===== src/rtl/mem_port_arbiter_if.sv =====
`default_nettype none
`timescale 1ns/1ps
// ============================================================================
// mem_port_arbiter_if : requester + memory-side bus of the shared memory port
// Revision 1.0
// ============================================================================
interface mem_port_arbiter_if #(
  parameter int AW = 32,
  parameter int DW = 32
);
  logic          if_req;
  logic [AW-1:0] if_addr;
  logic          if_done;
  logic          d_req;
  logic          d_we;
  logic [AW-1:0] d_addr;
  logic [DW-1:0] d_wdata;
  logic          d_done;
  logic [DW-1:0] rdata;
  logic          sel;
  logic          mem_req;
  logic          mem_we;
  logic [AW-1:0] mem_addr;
  logic [DW-1:0] mem_wdata;
  logic          mem_ready;
  logic [DW-1:0] mem_rdata;
  logic          timeout_err;

  // Arbiter side
  modport master (
    input  if_req, if_addr, d_req, d_we, d_addr, d_wdata, mem_ready, mem_rdata,
    output if_done, d_done, rdata, sel, mem_req, mem_we, mem_addr, mem_wdata,
           timeout_err
  );

  // Requesters and memory side
  modport slave (
    output if_req, if_addr, d_req, d_we, d_addr, d_wdata, mem_ready, mem_rdata,
    input  if_done, d_done, rdata, sel, mem_req, mem_we, mem_addr, mem_wdata,
           timeout_err
  );
endinterface
`default_nettype wire


===== src/rtl/mem_port_arbiter.sv =====
`default_nettype none
`timescale 1ns/1ps
// ============================================================================
// mem_port_arbiter : fetch/data arbiter for one unified memory port
// Revision 1.0
// ============================================================================
module mem_port_arbiter #(
  parameter int AW         = 32,
  parameter int DW         = 32,
  parameter int STARVE_MAX = 4,
  parameter int TIMEOUT    = 64
) (
  input  logic               clk,
  input  logic               rst_n,
  mem_port_arbiter_if.master bus
);
  localparam int SW = $clog2(STARVE_MAX + 1);
  localparam int TW = (TIMEOUT > 1) ? $clog2(TIMEOUT) : 1;
  localparam logic [SW-1:0] STARVE_LIMIT = SW'(STARVE_MAX);
  localparam logic [TW-1:0] TIMER_LAST   = TW'(TIMEOUT - 1);

  typedef enum logic [1:0] {
    IDLE = 2'd0,
    BUSY = 2'd1,
    DONE = 2'd2
  } state_t;

  state_t        state;
  logic [SW-1:0] starve_cnt;
  logic [TW-1:0] timer;

  logic          grant_data;
  logic          grant_we;
  logic [AW-1:0] grant_addr;
  logic [DW-1:0] grant_wdata;

  // Data wins unless fetch has waited through STARVE_MAX data grants.
  assign grant_data  = bus.d_req && !(bus.if_req && (starve_cnt == STARVE_LIMIT));
  assign grant_we    = grant_data ? bus.d_we    : 1'b0;
  assign grant_addr  = grant_data ? bus.d_addr  : bus.if_addr;
  assign grant_wdata = grant_data ? bus.d_wdata : {DW{1'b0}};

  always_ff @(posedge clk or negedge rst_n) begin
    if (!rst_n) begin
      state           <= IDLE;
      starve_cnt      <= '0;
      timer           <= '0;
      bus.sel         <= 1'b0;
      bus.mem_req     <= 1'b0;
      bus.mem_we      <= 1'b0;
      bus.mem_addr    <= {AW{1'b0}};
      bus.mem_wdata   <= {DW{1'b0}};
      bus.rdata       <= {DW{1'b0}};
      bus.if_done     <= 1'b0;
      bus.d_done      <= 1'b0;
      bus.timeout_err <= 1'b0;
    end else begin
      case (state)
        IDLE: begin
          if (bus.d_req || bus.if_req) begin
            bus.sel       <= grant_data;
            bus.mem_req   <= 1'b1;
            bus.mem_we    <= grant_we;
            bus.mem_addr  <= grant_addr;
            bus.mem_wdata <= grant_wdata;
            timer         <= '0;
            state         <= BUSY;
            if (!grant_data)
              starve_cnt <= '0;
            else if (bus.if_req && (starve_cnt != STARVE_LIMIT))
              starve_cnt <= starve_cnt + 1'b1;
          end
        end
        BUSY: begin
          timer <= timer + 1'b1;
          if (bus.mem_ready) begin
            if (!bus.mem_we)
              bus.rdata <= bus.mem_rdata;
            bus.mem_req <= 1'b0;
            bus.if_done <= ~bus.sel;
            bus.d_done  <= bus.sel;
            state       <= DONE;
          end else if ((TIMEOUT != 0) && (timer == TIMER_LAST)) begin
            // Abort: all-ones read data flags the failed access to the requester.
            bus.rdata       <= {DW{1'b1}};
            bus.timeout_err <= 1'b1;
            bus.mem_req     <= 1'b0;
            bus.if_done     <= ~bus.sel;
            bus.d_done      <= bus.sel;
            state           <= DONE;
          end
        end
        DONE: begin
          bus.if_done <= 1'b0;
          bus.d_done  <= 1'b0;
          state       <= IDLE;
        end
        default: state <= IDLE;
      endcase
    end
  end
endmodule
`default_nettype wire


===== src/flat_wrapper.sv =====
// flat-port wrapper written by rule: the top's interface ports become plain ports
module mem_port_arbiter_flat 
#(
  parameter int AW         = 32,
  parameter int DW         = 32,
  parameter int STARVE_MAX = 4,
  parameter int TIMEOUT    = 64
)
  (clk, rst_n, bus_if_req, bus_if_addr, bus_d_req, bus_d_we, bus_d_addr, bus_d_wdata, bus_mem_ready, bus_mem_rdata, bus_if_done, bus_d_done, bus_rdata, bus_sel, bus_mem_req, bus_mem_we, bus_mem_addr, bus_mem_wdata, bus_timeout_err);
  mem_port_arbiter_if #(.AW(AW), .DW(DW)) bus_i ();
  input  logic clk;
  input  logic rst_n;
  input wire logic [$bits(bus_i.if_req)-1:0] bus_if_req;
  input wire logic [$bits(bus_i.if_addr)-1:0] bus_if_addr;
  input wire logic [$bits(bus_i.d_req)-1:0] bus_d_req;
  input wire logic [$bits(bus_i.d_we)-1:0] bus_d_we;
  input wire logic [$bits(bus_i.d_addr)-1:0] bus_d_addr;
  input wire logic [$bits(bus_i.d_wdata)-1:0] bus_d_wdata;
  input wire logic [$bits(bus_i.mem_ready)-1:0] bus_mem_ready;
  input wire logic [$bits(bus_i.mem_rdata)-1:0] bus_mem_rdata;
  output wire logic [$bits(bus_i.if_done)-1:0] bus_if_done;
  output wire logic [$bits(bus_i.d_done)-1:0] bus_d_done;
  output wire logic [$bits(bus_i.rdata)-1:0] bus_rdata;
  output wire logic [$bits(bus_i.sel)-1:0] bus_sel;
  output wire logic [$bits(bus_i.mem_req)-1:0] bus_mem_req;
  output wire logic [$bits(bus_i.mem_we)-1:0] bus_mem_we;
  output wire logic [$bits(bus_i.mem_addr)-1:0] bus_mem_addr;
  output wire logic [$bits(bus_i.mem_wdata)-1:0] bus_mem_wdata;
  output wire logic [$bits(bus_i.timeout_err)-1:0] bus_timeout_err;
  assign bus_i.if_req = bus_if_req;
  assign bus_i.if_addr = bus_if_addr;
  assign bus_i.d_req = bus_d_req;
  assign bus_i.d_we = bus_d_we;
  assign bus_i.d_addr = bus_d_addr;
  assign bus_i.d_wdata = bus_d_wdata;
  assign bus_i.mem_ready = bus_mem_ready;
  assign bus_i.mem_rdata = bus_mem_rdata;
  assign bus_if_done = bus_i.if_done;
  assign bus_d_done = bus_i.d_done;
  assign bus_rdata = bus_i.rdata;
  assign bus_sel = bus_i.sel;
  assign bus_mem_req = bus_i.mem_req;
  assign bus_mem_we = bus_i.mem_we;
  assign bus_mem_addr = bus_i.mem_addr;
  assign bus_mem_wdata = bus_i.mem_wdata;
  assign bus_timeout_err = bus_i.timeout_err;
  mem_port_arbiter #(.AW(AW), .DW(DW), .STARVE_MAX(STARVE_MAX), .TIMEOUT(TIMEOUT)) u_core (.clk(clk), .rst_n(rst_n), .bus(bus_i));
endmodule

===== config.mk =====
export PLATFORM = sky130hd
export DESIGN_NAME = mem_port_arbiter_flat
export DESIGN_NICKNAME = d
export VERILOG_FILES = /design/src/rtl/mem_port_arbiter_if.sv /design/src/rtl/mem_port_arbiter.sv /design/src/flat_wrapper.sv
export SDC_FILE = /design/constraint.sdc
export NUM_CORES = 1
export LEC_CHECK = 0
export BUFFER_PORTS_ARGS = -buffer_cell sky130_fd_sc_hd__buf_2
export CORE_UTILIZATION = 29
export DETAILED_ROUTE_END_ITERATION = 8
export SLEW_MARGIN = 20
export SYNTH_ARGS = -nofsm -noshare
export SYNTH_HDL_FRONTEND = slang
export SYNTH_SLANG_ARGS = --single-unit

===== constraint.sdc =====
create_clock -name clk -period 1.8 [get_ports clk]
set_input_delay 0 -clock clk [delete_from_list [all_inputs] [get_ports clk]]
set_output_delay 0 -clock clk [all_outputs]
set_load 0.02 [all_outputs]

## Word-level counts from Yosys, hierarchy flattened

Index checks and enable logic that the tools add are counted.

| storage, ports and cells | value |
|---|---|
| word-level logic and storage cells | 66 |
| bits of input ports | 134 |
| flip-flop bits (word level) | 113 |

| cells by class | value |
|---|---|
| multiplexer cells | 24 |
| $add $sub $neg | 2 |
| bitwise logic cells | 2 |
| reduce and logical (&&, ||, !) cells | 17 |
| equal/unequal tests | 9 |

Operators by type and width:

| operator | count |
|---|---|
| 32-bit two-way mux | 5 |
| 6-bit case mux with 2 select lines | 1 |
| 3-bit AND reduction | 4 |
| 1-bit two-way mux | 8 |
| 2-bit AND reduction | 4 |
| 6-bit by 1-bit adder with 6-bit output (second input constant) | 1 |
| 6-bit == test (second input constant) | 1 |
| 2-bit two-way mux | 3 |
| 3-bit two-way mux | 2 |
| 6-bit two-way mux | 1 |
| 1-bit case mux with 2 select lines | 3 |
| 2-bit nonzero test | 3 |
| 2-bit != test (second input constant) | 2 |
| 2-bit case mux with 2 select lines | 1 |
| 3-bit by 1-bit adder with 3-bit output (second input constant) | 1 |
| 3-bit == test (second input constant) | 1 |
| 1-bit logical AND | 3 |
| 3-bit by 2-bit != test with 1-bit output (second input constant) | 1 |
| 3-bit != test (second input constant) | 1 |
| 2-bit by 1-bit == test with 1-bit output (second input constant) | 1 |
| 2-bit == test (second input constant) | 1 |
| 2-bit logical NOT | 1 |
| 2-bit by 1-bit != test with 1-bit output (second input constant) | 1 |
| 1-bit inverter | 2 |
| other kinds (2) | 2 |

## Logic depth before layout (Yosys ltp)

| depth | value |
|---|---|
| depth after elaboration | 6 |
| mapped depth | 8 |
| gate-level depth less buffers | 6 |

## Least setup slack after synthesis

Ideal clock, no wire load.

| timing | value |
|---|---|
| kind | reg-to-reg |
| from | register u_core.timer[0] |
| to | register u_core.bus.if_done |
| arrival | 1.541 ns |
| stages on the path, launching flop included | 6 |
| path slack | 0.133 ns |
| cells stage by stage | dfrtp_1 > ha_1 > and3_2 > a31oi_2 > nand2b_4 > mux2_4 |

| on the way | value |
|---|---|
| word-level cells in the longest chain between the ends | 3 |

RTL lines:

| item | RTL line | text |
|---|---|---|
| start, declared | mem_port_arbiter.sv:30 | `logic [TW-1:0] timer;` |
| start signal, assigned | mem_port_arbiter.sv:75 | `timer <= timer + 1'b1;` |
| 6-bit == test | mem_port_arbiter.sv:83 | `end else if ((TIMEOUT != 0) && (timer == TIMER_LAST)) begin` |
| 3-bit by 2-bit != test with 1-bit output (no source line) | -- |  |
| 2-bit AND reduction (no source line) | -- |  |
| end signal, assigned | mem_port_arbiter.sv:80 | `bus.if_done <= ~bus.sel;` |
| end signal, assigned | mem_port_arbiter.sv:88 | `bus.if_done <= ~bus.sel;` |
| end, declared | mem_port_arbiter_if.sv:32 | `output if_done, d_done, rdata, sel, mem_req, mem_we, mem_addr, mem_wdata,` |

No other way between the ends.
A chain may end at the register's enable or synchronous reset.

## Worst setup path in the final report

Ends and elaborated chain as after synthesis.

==> impl.org <==
** Synthesis
- Per-instance average area after synthesis :: between 10 and 15 um2
- Proportion of synthesized area in mux cells :: roughly 7.1%
- Netlist area before placement :: just under 5000 um2
- Number of flops mapped to enable cells by yosys :: 0
- Seq/Total Area, Yosys :: between 50 and 60%
- Combinational family with the most area after synthesis :: compound AO/OA/AOI/OAI gates
- Simple-gate area share of the yosys netlist :: about an eighth
- After synthesis, the share of flip-flops with an asynchronous set or reset is 100%.
- Nets in the synthesized netlist :: 579
- After technology mapping, the gate count stands at between 400 and 500.
- Summing the areas of all fa, ha and maj instances in the mapped netlist gives about 1.5% of the synthesized area.
- Most common flop cell mapped by yosys :: dfrtp_1
- Synth cell types :: 45
- Yosys printed 0 warnings.
- After synthesis the netlist holds a flip-flop and latch count of 113.
- Fraction of synthesized cell area in xor and xnor cells :: 0%
- Fraction of the mapped netlist area in compound gates :: roughly 18%

** Timing
- For the finished layout, the period the worst path requires is ~1700 ps.
- Final critical-path share of the clock period :: between 90% and 100%
- Transition time at the pin with the least slew margin :: around 530 ps
- Adding up every negative setup slack in the final design gives 0 ps.
- The final hold violation count was 0.
- Final max-slew violation count :: 0
- Setup Skew :: 6.37 ps
- Number of setup violations in the final report :: 0
- For this run, the top clock speed supported by timing is around 600 MHz.
- Setup repair after global routing left no endpoint under its margin.
- Once routing completed, OpenROAD measured the worst setup slack at 126 ps.
- Slew Limit Headroom :: about two thirds

** Worst setup path
- STA puts the critical path data arrival time at slightly below 2000 ps.
- Crit path capture type :: flip-flop
- The worst register-to-register path has a setup slack of ~130 ps.
- Count of cells along the worst register-to-register path :: 5
- The worst register-to-register path ends at u_core.bus.if_done.
- In this design, the stage delay of the slowest critical-path cell is around 420 ps.
- STA classifies the critical path startpoint as a flip-flop.
- Crit Path Category :: flip-flop to flip-flop
- The signal on the critical path passes through ha_1, and3_2, a31oi_2, nand2b_4, mux2_4.
- Top fanout value on the critical path :: 5
- The number of buffers and inverters on the critical path is 0.
- Slowest stage cell, crit path :: dfrtp_1
- CP required :: roughly 2100 ps
- Top cell family by delay on the critical path :: flip-flops
- The worst register-to-register path begins at u_core.timer[0].

** Placement
- Last weighted congestion value of the routability-driven placer :: 0.828
- Prior to clock tree synthesis, the placed netlist has a worst setup slack of between 100 and 150 ps.
- Number of input and output port buffers inserted :: approximately 240
- The wire-length estimate of the detail-placed layout is 8930 um.

** Finish
- Leading cell types in the layout, fill and taps excluded :: 234 x buf_2, 133 x dlygate4sd3_1, 113 x dfrtp_1
- Measured on the finished design, the core utilization comes to about 50%.
- Compared with the post-synthesis result, the final layout area differs by 70.6%.
- The repair_antennas step left the layout with diodes totalling 0.
- The library cell used most frequently in the layout, excluding fill and tap cells, is buf_2.
- At the end of the flow, the number of nets in the layout was 950.
- Ratio of cells with drive above 1 in the final layout :: 38.0%

** CTS
- TritonCTS built the clock tree.
- CTS placed an instance of clkbuf_16 at the clock tree root.
- After clock tree synthesis, the setup repair step added 0 buffers.
- After clock tree synthesis, the clock-pin slew on the worst setup and hold paths is ~50 ps.
- CTS H-Tree Depth :: 4
- Clock latency on the worst-skew pair, taken at its later pin, is ~400 ps.
- Num CTS Buffers :: 17
- Longest Clk Path Bufs :: 2
- CTS sink cnt :: between 100 and 150

** Floorplanning
- Overall die height :: 132 um
- Area of the die :: ~17000 um2
- After floorplanning, the core was sized to cover roughly 17000 um2.
- Measured along the x axis, the die boundary spans 132 um.
- The initial utilization of the core area, before any placement, comes to approximately 30%.
- After floorplanning, the core was divided into 47 placement rows.
- between 200 and 250 I/O pins were placed.

** Routing
- For this block, the routed nets add up to 14400 um of wire.
- Ratio of routed vias to standard cells :: approximately 4.6
- Routed met2 length :: 7010 um
- Summing over every cut layer, the via total after detailed routing is 4787.
- Remaining antenna violation count after routing :: 0
- For this run, design rule violations remaining after detail routing come to 0.
- For this block, wires on met1 add up to slightly above 6000 um.
- After detailed routing, the average wire length per cell comes to ~14 um.
- In this run the top signal layer used is met4.
- DRT Pass-1 Iters :: 6
- After the first detailed-routing iteration, the DRC count stood at 170.
- Met3 routed WL :: 870 um

** Power
- In this run the static leakage power is between 4 and 5 nW.
- PwrDens :: roughly 1700 nW/um2
- The worst-case IR drop observed on VDD is between 900 and 1000 uV.

** Global route
- After global routing the overflow that remains totals 0.
- Global-route wire length before repair :: between 20000 and 25000 um
- The via count of the first global-routing pass is ~5000.
- The initial antenna violation count came to 0.
- Entering global routing, the biggest net connects 65 pins.
- Across every metal layer, demand over resource in global routing totals about 17%.

** Hold path
- Min-delay worst type :: input pin to asynchronous set/reset pin

** Job
- Max-cap viol count :: 0

** Status
- The run finished with clean final reports.
==> what timing repair did <==
item,CTS,global route
setup endpoints to repair,0,0
hold endpoints to repair,133,0
resized for setup,0,0
hold buffers,133,0
==> logic make-up (layout without fill, tap and decap cells) <==
family          Yosys count  in the layout
compound gates          125            125
fa+ha+maj                 6              6
buf+inv                  35            419
flops                   113            113
mux                      34             34
simple gates            126            126
==> worst max-delay path by stage <==
stage,endpoint,depth (start not counted),from,slack (ps)
floorplan,u_core.bus.if_done,5,u_core.timer[0],130
global placement,u_core.bus.if_done,5,u_core.timer[0],190
detailed placement,u_core.bus.if_done,5,u_core.timer[0],140
CTS,u_core.bus.if_done,5,u_core.timer[0],130
global route,u_core.bus.mem_addr[22],7,u_core.starve_cnt[0],30
finish,u_core.bus.if_done,5,u_core.timer[0],130
==> sequential cells by signal, summed over array words and instances, names as in the netlist <==
name and cells:
u_core.bus.mem_addr 32, u_core.bus.mem_wdata 32, u_core.bus.rdata 32, u_core.timer 6, u_core.starve_cnt 3, u_core.state 2, u_core.bus.d_done 1, u_core.bus.if_done 1
u_core.bus.mem_req 1, u_core.bus.mem_we 1, u_core.bus.sel 1, u_core.bus.timeout_err 1
==> layout make-up <==
| class | instances | area, um2 |
|---|---|---|
| multi-input combinational | 291 | 1880 |
| fill | 1435 | 8180 |
| inverter | 5 | 18.8 |
| clock inverter | 10 | 180 |
| timing repair buffer | 382 | 2690 |
| sequential | 113 | 2830 |
| tap | 220 | 275 |
| clock buffer | 22 | 474 |
==> power breakdown <==
group	leakage [nW]	total, mW	switching [mW]	internal (mW)
registers	1.38	4.50	0.732	3.77
clock network	0.316	3.69	1.14	2.56
logic	2.45	5.95	3.55	2.40
==> synthesized netlist by cell type, types with 2 or more instances <==
master | instances | area share (%)
a21o_1 | 2 | 0.31
a21oi_1 | 18 | 1.8
a21oi_2 | 10 | 1.8
a22o_1 | 37 | 6.6
a2bb2oi_1 | 4 | 0.72
buf_1 | 3 | 0.23
buf_2 | 9 | 0.92
buf_4 | 3 | 0.46
buf_6 | 4 | 0.92
clkbuf_1 | 10 | 0.77
dfrtp_1 | 113 | 58
ha_1 | 6 | 1.5
inv_1 | 5 | 0.38
mux2i_1 | 33 | 6.8
nand2_1 | 47 | 3.6
nand3_1 | 5 | 0.51
nor2_1 | 48 | 3.7
nor2_2 | 10 | 1.3
nor3b_1 | 2 | 0.31
o21a_1 | 3 | 0.46
o21ai_0 | 40 | 4.1
o22ai_1 | 4 | 0.51
==> per-layer routing <==
metal	up-vias	GRT usage (%)
met4	0	10.7
met1	2228	20.5
met3	47	4.54
li1	2286	-
met5	-	0
met2	226	28.7
==> through the flow <==
step	instance area (um2)	hold slack [ps]	power, mW	std cells
finish	8350	120	14.1	1043
global route	8350	146	15.0	1043
CTS	8350	118	14.3	1043
detailed placement	6360	17.6	10.3	878
global placement	6360	17.1	10.1	878
floorplan	4890	-296	8.20	439
Power figures use the tool's default switching activity.
